[config.mk]
export PLATFORM = sky130hd
export DESIGN_NAME = dct_transpose_flat
export DESIGN_NICKNAME = d
export VERILOG_FILES = /design/src/rtl/dct_pkg.sv /design/src/rtl/axi4_stream_if.sv /design/src/rtl/dct_transpose_bank.sv /design/src/rtl/dct_transpose.sv /design/src/flat_wrapper.sv
export SDC_FILE = /design/constraint.sdc
export NUM_CORES = 2
export LEC_CHECK = 0
export BUFFER_PORTS_ARGS = -buffer_cell sky130_fd_sc_hd__buf_2
export CAP_MARGIN = 20
export CELL_PAD_IN_SITES_DETAIL_PLACEMENT = 1
export CELL_PAD_IN_SITES_GLOBAL_PLACEMENT = 1
export CORE_MARGIN = 2
export CORE_UTILIZATION = 30
export CTS_CLUSTER_DIAMETER = 100
export DETAILED_ROUTE_END_ITERATION = 10
export PLACE_DENSITY = 0.53
export SLEW_MARGIN = 20
export SYNTH_ARGS = -nofsm -noshare
export SYNTH_HDL_FRONTEND = slang
export SYNTH_SLANG_ARGS = --single-unit
[constraint.sdc]
create_clock -name clk_i -period 65.2 [get_ports clk_i]
set_input_delay 13.04 -clock clk_i [delete_from_list [all_inputs] [get_ports clk_i]]
set_output_delay 13.04 -clock clk_i [all_outputs]
set_load 0.05 [all_outputs]
[src/rtl/dct_pkg.sv]
// rtl/dct_pkg.sv - shared constants and types for the 2D-DCT datapath
package dct_pkg;

  localparam int PX_WIDTH       = 8;
  // Row-DCT output: 8-bit pixel, 8-point sum grows by 3 bits after rounding.
  localparam int DEF_COEF_WIDTH = PX_WIDTH + 3;
  localparam int BLOCK_SIZE     = 8;
  localparam int BLOCK_PX       = BLOCK_SIZE * BLOCK_SIZE;

  typedef logic [BLOCK_SIZE-1:0][BLOCK_SIZE-1:0][DEF_COEF_WIDTH-1:0] coef_block_t;

endpackage

[src/rtl/axi4_stream_if.sv]
// rtl/axi4_stream_if.sv - minimal stream interface with frame/line markers
interface axi4_stream_if #(
  parameter int DATA_WIDTH = 16
) ();

  logic [DATA_WIDTH-1:0] tdata;
  logic                  tvalid;
  logic                  tready;
  logic                  tuser;
  logic                  tlast;

  modport master (output tdata, output tvalid, output tuser, output tlast, input tready);
  modport slave  (input tdata, input tvalid, input tuser, input tlast, output tready);

endinterface

[src/rtl/dct_transpose_bank.sv]
// rtl/dct_transpose_bank.sv - one 8x8 coefficient bank, element write / column read
module dct_transpose_bank
  import dct_pkg::*;
#(
  parameter int COEF_WIDTH = DEF_COEF_WIDTH
) (
  input  logic                                   clk_i,
  input  logic                                   rst_i,
  input  logic                                   i_we,
  input  logic [2:0]                             i_row,
  input  logic [2:0]                             i_col,
  input  logic [COEF_WIDTH-1:0]                  i_data,
  input  logic [2:0]                             i_rd_col,
  output logic [BLOCK_SIZE-1:0][COEF_WIDTH-1:0]  o_lanes
);

  logic [BLOCK_SIZE-1:0][BLOCK_SIZE-1:0][COEF_WIDTH-1:0] r_mem;

  // Store one coefficient at (row, col); storage clears on reset.
  always_ff @(posedge clk_i or posedge rst_i) begin
    if (rst_i) begin
      r_mem <= '0;
    end else if (i_we) begin
      r_mem[i_row][i_col] <= i_data;
    end
  end

  // Column read: lane i carries row i of the selected column.
  always_comb begin
    o_lanes = '0;
    for (int i = 0; i < BLOCK_SIZE; i++) begin
      o_lanes[i] = r_mem[i][i_rd_col];
    end
  end

endmodule

[src/rtl/dct_transpose.sv]
// rtl/dct_transpose.sv - ping-pong 8x8 transpose between row and column DCT passes
module dct_transpose
  import dct_pkg::*;
#(
  parameter int COEF_WIDTH      = DEF_COEF_WIDTH,
  parameter int IN_TDATA_WIDTH  = 16,
  parameter int OUT_TDATA_WIDTH = 88
) (
  input  logic           clk_i,
  input  logic           rst_i,
  axi4_stream_if.slave   coef_i,
  axi4_stream_if.master  coef_o
);

  logic [5:0] r_wr_cnt;
  logic [2:0] r_rd_col;
  logic       r_wr_bank;
  logic       r_rd_bank;
  logic [1:0] r_full;
  logic [1:0] r_user;
  logic [1:0] r_last;

  logic       w_wr_hs;
  logic       w_rd_hs;
  logic [1:0] w_full_nxt;
  logic [1:0] w_we;
  logic [BLOCK_SIZE-1:0][COEF_WIDTH-1:0] w_lanes [2];
  logic [BLOCK_SIZE-1:0][COEF_WIDTH-1:0] w_rd_lanes;
  logic       w_unused_tdata;

  assign w_wr_hs = coef_i.tvalid && coef_i.tready;
  assign w_rd_hs = coef_o.tvalid && coef_o.tready;
  assign w_we[0] = w_wr_hs && (r_wr_bank == 1'b0);
  assign w_we[1] = w_wr_hs && (r_wr_bank == 1'b1);

  // Bits above COEF_WIDTH on the input bus carry nothing.
  assign w_unused_tdata = ^coef_i.tdata;

  for (genvar b = 0; b < 2; b++) begin : g_bank
    dct_transpose_bank #(
      .COEF_WIDTH (COEF_WIDTH)
    ) u_bank (
      .clk_i    (clk_i),
      .rst_i    (rst_i),
      .i_we     (w_we[b]),
      .i_row    (r_wr_cnt[5:3]),
      .i_col    (r_wr_cnt[2:0]),
      .i_data   (coef_i.tdata[COEF_WIDTH-1:0]),
      .i_rd_col (r_rd_col),
      .o_lanes  (w_lanes[b])
    );
  end

  assign w_rd_lanes    = r_rd_bank ? w_lanes[1] : w_lanes[0];

  assign coef_i.tready = !r_full[r_wr_bank];
  assign coef_o.tvalid = r_full[r_rd_bank];
  assign coef_o.tdata  = OUT_TDATA_WIDTH'(w_rd_lanes);
  assign coef_o.tuser  = r_user[r_rd_bank] && (r_rd_col == 3'd0);
  assign coef_o.tlast  = r_last[r_rd_bank] && (r_rd_col == 3'd7);

  // Full flags: the write side sets its bank on the 64th beat while the read
  // side clears its bank after column 7; they never target the same bank.
  always_comb begin
    w_full_nxt = r_full;
    if (w_rd_hs && (r_rd_col == 3'd7)) begin
      w_full_nxt[r_rd_bank] = 1'b0;
    end
    if (w_wr_hs && (r_wr_cnt == 6'd63)) begin
      w_full_nxt[r_wr_bank] = 1'b1;
    end
  end

  // Write/read pointers, bank flags and full bits.
  always_ff @(posedge clk_i or posedge rst_i) begin
    if (rst_i) begin
      r_wr_cnt  <= '0;
      r_rd_col  <= '0;
      r_wr_bank <= 1'b0;
      r_rd_bank <= 1'b0;
      r_full    <= '0;
      r_user    <= '0;
      r_last    <= '0;
    end else begin
      r_full <= w_full_nxt;
      if (w_wr_hs) begin
        r_wr_cnt <= r_wr_cnt + 6'd1;
        if (r_wr_cnt == 6'd0) begin
          r_user[r_wr_bank] <= coef_i.tuser;
          r_last[r_wr_bank] <= coef_i.tlast;
        end else begin
          r_last[r_wr_bank] <= r_last[r_wr_bank] | coef_i.tlast;
        end
        if (r_wr_cnt == 6'd63) begin
          r_wr_bank <= ~r_wr_bank;
        end
      end
      if (w_rd_hs) begin
        r_rd_col <= r_rd_col + 3'd1;
        if (r_rd_col == 3'd7) begin
          r_rd_bank <= ~r_rd_bank;
        end
      end
    end
  end

endmodule

[src/flat_wrapper.sv]
// flat-port wrapper written by rule: the top's interface ports become plain ports
module dct_transpose_flat import dct_pkg::*;
#(
  parameter int COEF_WIDTH      = DEF_COEF_WIDTH,
  parameter int IN_TDATA_WIDTH  = 16,
  parameter int OUT_TDATA_WIDTH = 88
)
  (clk_i, rst_i, coef_i_tdata, coef_i_tvalid, coef_i_tuser, coef_i_tlast, coef_i_tready, coef_o_tdata, coef_o_tvalid, coef_o_tuser, coef_o_tlast, coef_o_tready);
  axi4_stream_if #(.DATA_WIDTH(16)) coef_i_i ();
  axi4_stream_if #(.DATA_WIDTH(88)) coef_o_i ();
  input  logic clk_i;
  input  logic rst_i;
  input wire logic [$bits(coef_i_i.tdata)-1:0] coef_i_tdata;
  input wire logic [$bits(coef_i_i.tvalid)-1:0] coef_i_tvalid;
  input wire logic [$bits(coef_i_i.tuser)-1:0] coef_i_tuser;
  input wire logic [$bits(coef_i_i.tlast)-1:0] coef_i_tlast;
  output wire logic [$bits(coef_i_i.tready)-1:0] coef_i_tready;
  output wire logic [$bits(coef_o_i.tdata)-1:0] coef_o_tdata;
  output wire logic [$bits(coef_o_i.tvalid)-1:0] coef_o_tvalid;
  output wire logic [$bits(coef_o_i.tuser)-1:0] coef_o_tuser;
  output wire logic [$bits(coef_o_i.tlast)-1:0] coef_o_tlast;
  input wire logic [$bits(coef_o_i.tready)-1:0] coef_o_tready;
  assign coef_i_i.tdata = coef_i_tdata;
  assign coef_i_i.tvalid = coef_i_tvalid;
  assign coef_i_i.tuser = coef_i_tuser;
  assign coef_i_i.tlast = coef_i_tlast;
  assign coef_i_tready = coef_i_i.tready;
  assign coef_o_tdata = coef_o_i.tdata;
  assign coef_o_tvalid = coef_o_i.tvalid;
  assign coef_o_tuser = coef_o_i.tuser;
  assign coef_o_tlast = coef_o_i.tlast;
  assign coef_o_i.tready = coef_o_tready;
  dct_transpose #(.COEF_WIDTH(COEF_WIDTH), .IN_TDATA_WIDTH(IN_TDATA_WIDTH), .OUT_TDATA_WIDTH(OUT_TDATA_WIDTH)) u_core (.clk_i(clk_i), .rst_i(rst_i), .coef_i(coef_i_i), .coef_o(coef_o_i));
endmodule
Word level (Yosys, flattened, before mapping)
Cells that the tools add are included.

word-level totals
  bits in registers = 1425

cells by class
  add/subtract/negate cells = 2
  $lt $le $gt $ge = 9
  eq/ne operators = 2
  mux-type cells = 59
  bitwise logic cells = 6
  reduce and logical (&&, ||, !) cells = 18

operator list
  cell                                                               number
  bitwise mux 704 bit                                                2
  binary-select mux 11 bit (select 3 bit)                            16
  demux 88 bit (select 3 bit)                                        1
  two-way mux 11 bit                                                 17
  two-way mux 88 bit                                                 2
  demux 11 bit (select 3 bit)                                        1
  logical AND 1 bit                                                  12
  < comparator 3 x 4 -> 1 bit, second input constant                 3
  two-way mux 1 bit                                                  12
  adder 6 x 1 -> 6 bit, second input constant                        1
  bitwise mux 2 bit                                                  3
  == test 6 bit, second input constant                               1
  greater-or-equal comparator 3 x 1 -> 1 bit, second input constant  2
  zero test 6 bit                                                    1
  two-way mux 2 bit                                                  3
  AND reduction 2 bit                                                3
  < comparator 1 x 2 -> 1 bit, second input constant                 2
  adder 3 x 1 -> 3 bit, second input constant                        1
  == test 3 bit, second input constant                               1
  zero test 3 bit                                                    1
  AND 2 bit                                                          1
  demux 1 bit (select 1 bit)                                         2
  greater-or-equal comparator 1 bit, second input constant           2
  inverter 1 bit                                                     2
  other kinds (4)                                                    4

Longest topological paths before layout
  word-level depth = 9
  depth in mapped cells = 8
  gate-level depth less buffers = 5

Hierarchy
A second synthesis with hierarchy kept.

unflattened totals
  cells, all modules = 4093
  area, all modules = 66075.9 sq um

by module, submodules not included
  module              times used  cells each  area each (sq um)  sequential area each (sq um)
  dct_transpose_bank  2           1961        32069.5            17616.9
  dct_transpose       1           171         1936.9             425.4

Least setup slack after synthesis
No wires, ideal clock.

  path type = register to output
  start point = register u_core.r_rd_col[0]
  end point = output coef_o_tuser
  arrival time = 2289 ps
  slack = 49871 ps
  stages on the path, launching flop included = 7
  path through = dfrtp_1 clkbuf_1 buf_2 buf_2 inv_1 ha_1 nor3b_1

on the way
  word-level cells in the longest chain between the ends = 2

RTL lines
  element                   RTL line             source
  start: declaration        dct_transpose.sv:16  logic [2:0] r_rd_col;
  start signal: assignment  dct_transpose.sv:99  r_rd_col <= r_rd_col + 3'd1;
  zero test 3 bit           dct_transpose.sv:59  assign coef_o.tuser = r_user[r_rd_bank] && (r_rd_col == 3'd0);
  logical AND 1 bit         dct_transpose.sv:59
  end: declaration          flat_wrapper.sv:20   output wire logic [$bits(coef_o_i.tuser)-1:0] coef_o_tuser;

No other way between the ends.

Final worst setup path
  start point = register u_core.r_rd_col[0]
  end point = output coef_o_tdata[50]

on the way
  word-level cells in the longest chain between the ends = 3
  elaborated cells on any way between the ends = 5
  classes of those cells = mux: 5

RTL lines
  element                                   RTL line                  source
  binary-select mux 11 bit (select 3 bit)   dct_transpose_bank.sv:32  o_lanes[i] = r_mem[i][i_rd_col];
  two-way mux 11 bit (not written as such)  dct_transpose_bank.sv:32
  two-way mux 88 bit (*)                    dct_transpose.sv:54       assign w_rd_lanes = r_rd_bank ? w_lanes[1] : w_lanes[0];
  end: declaration                          flat_wrapper.sv:18        output wire logic [$bits(coef_o_i.tdata)-1:0] coef_o_tdata;

Every way passes the cells marked *; elsewhere a longest branch is shown, timed or not. The select of a mux whose other input is x is not followed.

==> impl_summary.log <==
[metrics] number of cells upsized or downsized after cts: 0
[metrics] average via count per standard cell: 5.06
[metrics] unrepaired setup endpoints after global routing: false
[metrics] Crit Reg-Reg Startpoint: u_core.r_wr_bank
[metrics] leading cell type in the layout, fill and taps excluded: sky130_fd_sc_hd__dfrtp_1
[metrics] maximum root-to-sink buffer count: 3
[metrics] Worst Setup Path Type: reg -> out
[metrics] number of remaining DRC errors: 0
[metrics] crit share post-route: 0.281
[metrics] CTS Hold Buffers Added: 0
[metrics] DRT antenna net count: 0
[metrics] maximum number of pins on one net before global-route repair: 152
[metrics] H-tree Lvls: 4
[metrics] number of placed instances with taps included: 7,072
[metrics] warnings from Yosys: 0
[metrics] maximum capacitance violations: 0
[metrics] clock slew at reported path FFs: 0.06 ns
[metrics] total number of vias: about 37,000
[metrics] DIE WIDTH: 469 um
[metrics] total detailed-routing wirelength: 186,000 um
[metrics] total routing resource utilization after global routing: 0.171
[metrics] total grt overflow: 0
[metrics] origin of the worst setup path: u_core.r_rd_col[0]
[metrics] First-pass DRT Iterations: 5
[metrics] DP Wirelength: 110,000 um
[metrics] average wire length per cell after detail routing: 25.2 um
[metrics] I/O Buffers: 108
[metrics] total power density per cell area: 32.6 nW/um2
[metrics] layout filler cell count: 22,000
[metrics] post-synth cell types: 38
[metrics] clock root buffer: sky130_fd_sc_hd__clkbuf_16
[metrics] number of ports placed on the die boundary: 114
[metrics] CP dominant cell by count: sky130_fd_sc_hd__buf_12
[metrics] type of element launching the critical path: flip-flop
[metrics] accumulated negative setup slack: 0 ns
[metrics] Hold/Removal Path Class: reg -> reg
[metrics] TritonCTS Buffers: between 150 and 200
[metrics] Critical Path Max Stage Delay: 0.93 ns
[metrics] fin nets: 4,429
[metrics] share of post-route cells with drive strength above 1: 0.450
[metrics] nets in the synthesized netlist: 4,500
[metrics] number of storage elements in the synthesis netlist: about 1,400
[metrics] arrival time of the worst setup path: 5.26 ns
[metrics] clock tree from TritonCTS: yes
[metrics] worst-skew pair later-pin latency: roughly 0.8 ns
[metrics] setup violators final: 0
[metrics] Critical Path RT: 52.16 ns
[metrics] CP Buf/Inv Count: 4
[metrics] leakage power summed over all cells: 34.1 nW
[metrics] peak ir drop on the vdd network: between 0.00003 and 0.00004 V
[metrics] Post-CTS Repair Setup Buffers: 0
[metrics] antenna violations before repair: 8
[metrics] critical path's top delay family: buffers and inverters
[metrics] Worst-Margin Slew: 1.14 ns
[metrics] Crit Path Max Fanout: 90
[metrics] non-filler instance count after layout: 7,378
[metrics] Achievable Freq: 0.0546 GHz
[metrics] average cell area after synthesis: 14.5 um2
[metrics] Mapped Cells: around 4,500
[metrics] Slew Limit Fails: 0
[metrics] most frequent cells in the layout: sky130_fd_sc_hd__dfrtp_1, sky130_fd_sc_hd__mux2_2, sky130_fd_sc_hd__mux2i_1
[metrics] maximum clock skew at final layout: between 0.04 and 0.05 ns
[metrics] CTS sink cnt: around 1,400
[metrics] share of the yosys chip area belonging to registers: 0.551
[metrics] relative area change from synthesis to final layout: 13.7%
[metrics] combined area of all synthesized cells: 64,800 um2
[metrics] core area: 215,000 um2
[metrics] Final Hold Vio Count: 0
[metrics] Final Core Density: 0.343
[metrics] row count: 170
[metrics] vias in the first global route: 41,100
[metrics] wire length of the first global-routing pass: 279,000 um
[metrics] cell with the largest stage delay on the worst path: sky130_fd_sc_hd__dfrtp_4
[metrics] Hold Startpoint: u_core.g_bank[0].u_bank.r_mem[588]
[metrics] starting utilization of the core area: 0.302
[metrics] worst-case headroom to the max-slew limit: 0.240
[metrics] fin crit period: 18.30 ns
[metrics] DR iter-0 viols: 1,869
[metrics] full die area: between 200,000 and 250,000 um2
[metrics] Routability Congestion: 0.705
[metrics] floorplan die height: 469 um
[metrics] status: finished clean
[metrics] type of element capturing the critical path: output port
[metrics] worst-path cell chain: buf_12 -> buf_12 -> buf_4 -> mux4_2 -> a22oi_1 -> nand2_1 -> buf_2
[metrics] R2R setup slack: 62.18 ns
## power breakdown
part	switching, mW	internal [mW]
combinational	0.160	0.165
clock	0.387	0.574
sequential	0.0774	1.03
total	0.624	1.77
## layout make-up
class                   count  area [um2]  share of cell area
flip-flops and latches   1425       35700               0.484
multi-input cells        2599       27400               0.372
clock buffers             249        4880              0.0662
well taps                2838        3550              0.0482
repair buffers            204        1360              0.0184
clock inverters            53         774              0.0105
inverters                   6        30.0            0.000408
diodes                      4        10.0            0.000136
## worst paths after layout
kind,cells after the start,end
max,7,coef_o_tdata[50]
min,1,u_core.g_bank[0].u_bank.r_mem[588]
max reg2reg,4,u_core.g_bank[0].u_bank.r_mem[543]
min reg2reg,1,u_core.g_bank[0].u_bank.r_mem[588]
max in group asynchronous,6,u_core.g_bank[0].u_bank.r_mem[256]
min in group asynchronous,2,u_core.g_bank[0].u_bank.r_mem[362]
## Yosys cell counts
cell type,count,area (um2)
sky130_fd_sc_hd__inv_1,4,15.0
sky130_fd_sc_hd__a22oi_1,260,1950
sky130_fd_sc_hd__or2_1,1,6.26
sky130_fd_sc_hd__nand3b_1,2,15.0
sky130_fd_sc_hd__nand4bb_1,2,22.5
sky130_fd_sc_hd__mux2_2,1347,15200
sky130_fd_sc_hd__nand2_1,179,672
sky130_fd_sc_hd__nor3b_1,2,15.0
sky130_fd_sc_hd__o211ai_1,4,30.0
sky130_fd_sc_hd__and4b_1,1,10.0
sky130_fd_sc_hd__o21ai_0,1,5.00
sky130_fd_sc_hd__nand4_1,2,12.5
sky130_fd_sc_hd__nor2_1,62,233
sky130_fd_sc_hd__and2_1,3,18.8
sky130_fd_sc_hd__and3_1,2,12.5
sky130_fd_sc_hd__nor3_2,1,10.0
sky130_fd_sc_hd__or4b_4,1,13.8
sky130_fd_sc_hd__nand2b_1,2,12.5
sky130_fd_sc_hd__xnor2_1,6,52.6
sky130_fd_sc_hd__inv_2,2,7.51
sky130_fd_sc_hd__or2_2,4,25.0
sky130_fd_sc_hd__xor2_1,1,8.76
sky130_fd_sc_hd__nor3_1,4,20.0
sky130_fd_sc_hd__ha_1,5,62.6
sky130_fd_sc_hd__mux2i_1,347,3470
sky130_fd_sc_hd__nor4b_1,1,8.76
sky130_fd_sc_hd__dfrtp_1,1425,35700
sky130_fd_sc_hd__or3_1,2,12.5
sky130_fd_sc_hd__nand3_1,92,460
sky130_fd_sc_hd__nor2_2,11,68.8
sky130_fd_sc_hd__clkbuf_1,300,1130
sky130_fd_sc_hd__mux4_2,180,4050
sky130_fd_sc_hd__buf_2,111,556
sky130_fd_sc_hd__mux2_1,66,743
sky130_fd_sc_hd__buf_4,8,60.1
sky130_fd_sc_hd__a22o_1,4,35.0
sky130_fd_sc_hd__nor2b_1,4,25.0
sky130_fd_sc_hd__buf_1,24,90.1
## per-layer routing
metal,up-vias,share of wire,GRT usage
li1,16200,-,-
met1,20400,0.46,0.232
met2,515,0.48,0.283
met3,243,0.029,0.0242
met4,2,0.024,0.0486
met5,-,0.000086,0
## registers in the layout, summed over array words and instances, names as in the netlist
register,flops
u_core.r_rd_bank,1
u_core.r_wr_cnt,6
u_core.r_user,2
u_core.r_last,2
u_core.r_rd_col,3
u_core.r_wr_bank,1
u_core.g_bank.u_bank.r_mem,1408
u_core.r_full,2
## cell families after synthesis
kind of cell | after synthesis | share of synthesized area
xor gates and xnor gates | 7 | 0.000947
and+or+nand+nor | 378 | 0.0258
muxes | 1940 | 0.362
buffers and inverters | 449 | 0.0286
AOI/OAI and AO/OA | 269 | 0.0312
DFF | 1425 | 0.551
adders and majority gates | 5 | 0.000966
## stage by stage
stage | setup WS (ns) | power, mW | cell area (um2) | hold WS (ns)
floorplan | 11.97 | 1.36 | 64800 | 0.452
global placement | 47.63 | 1.44 | 68000 | 0.462
detailed placement | 47.62 | 1.46 | 68000 | 0.471
CTS | 46.71 | 2.43 | 73600 | 0.483
global route | 46.60 | 2.52 | 73600 | 0.497
finish | 46.90 | 2.40 | 73700 | 0.480
## worst reg2reg max path, stage by stage (launching register included)
cell,delay [ns]
sky130_fd_sc_hd__dfrtp_1,0.49
sky130_fd_sc_hd__or4b_4,0.69
sky130_fd_sc_hd__or2_1,0.48
sky130_fd_sc_hd__nor2_2,0.79
sky130_fd_sc_hd__mux2_2,0.42
Note: power is estimated with default switching activity, not from simulation.
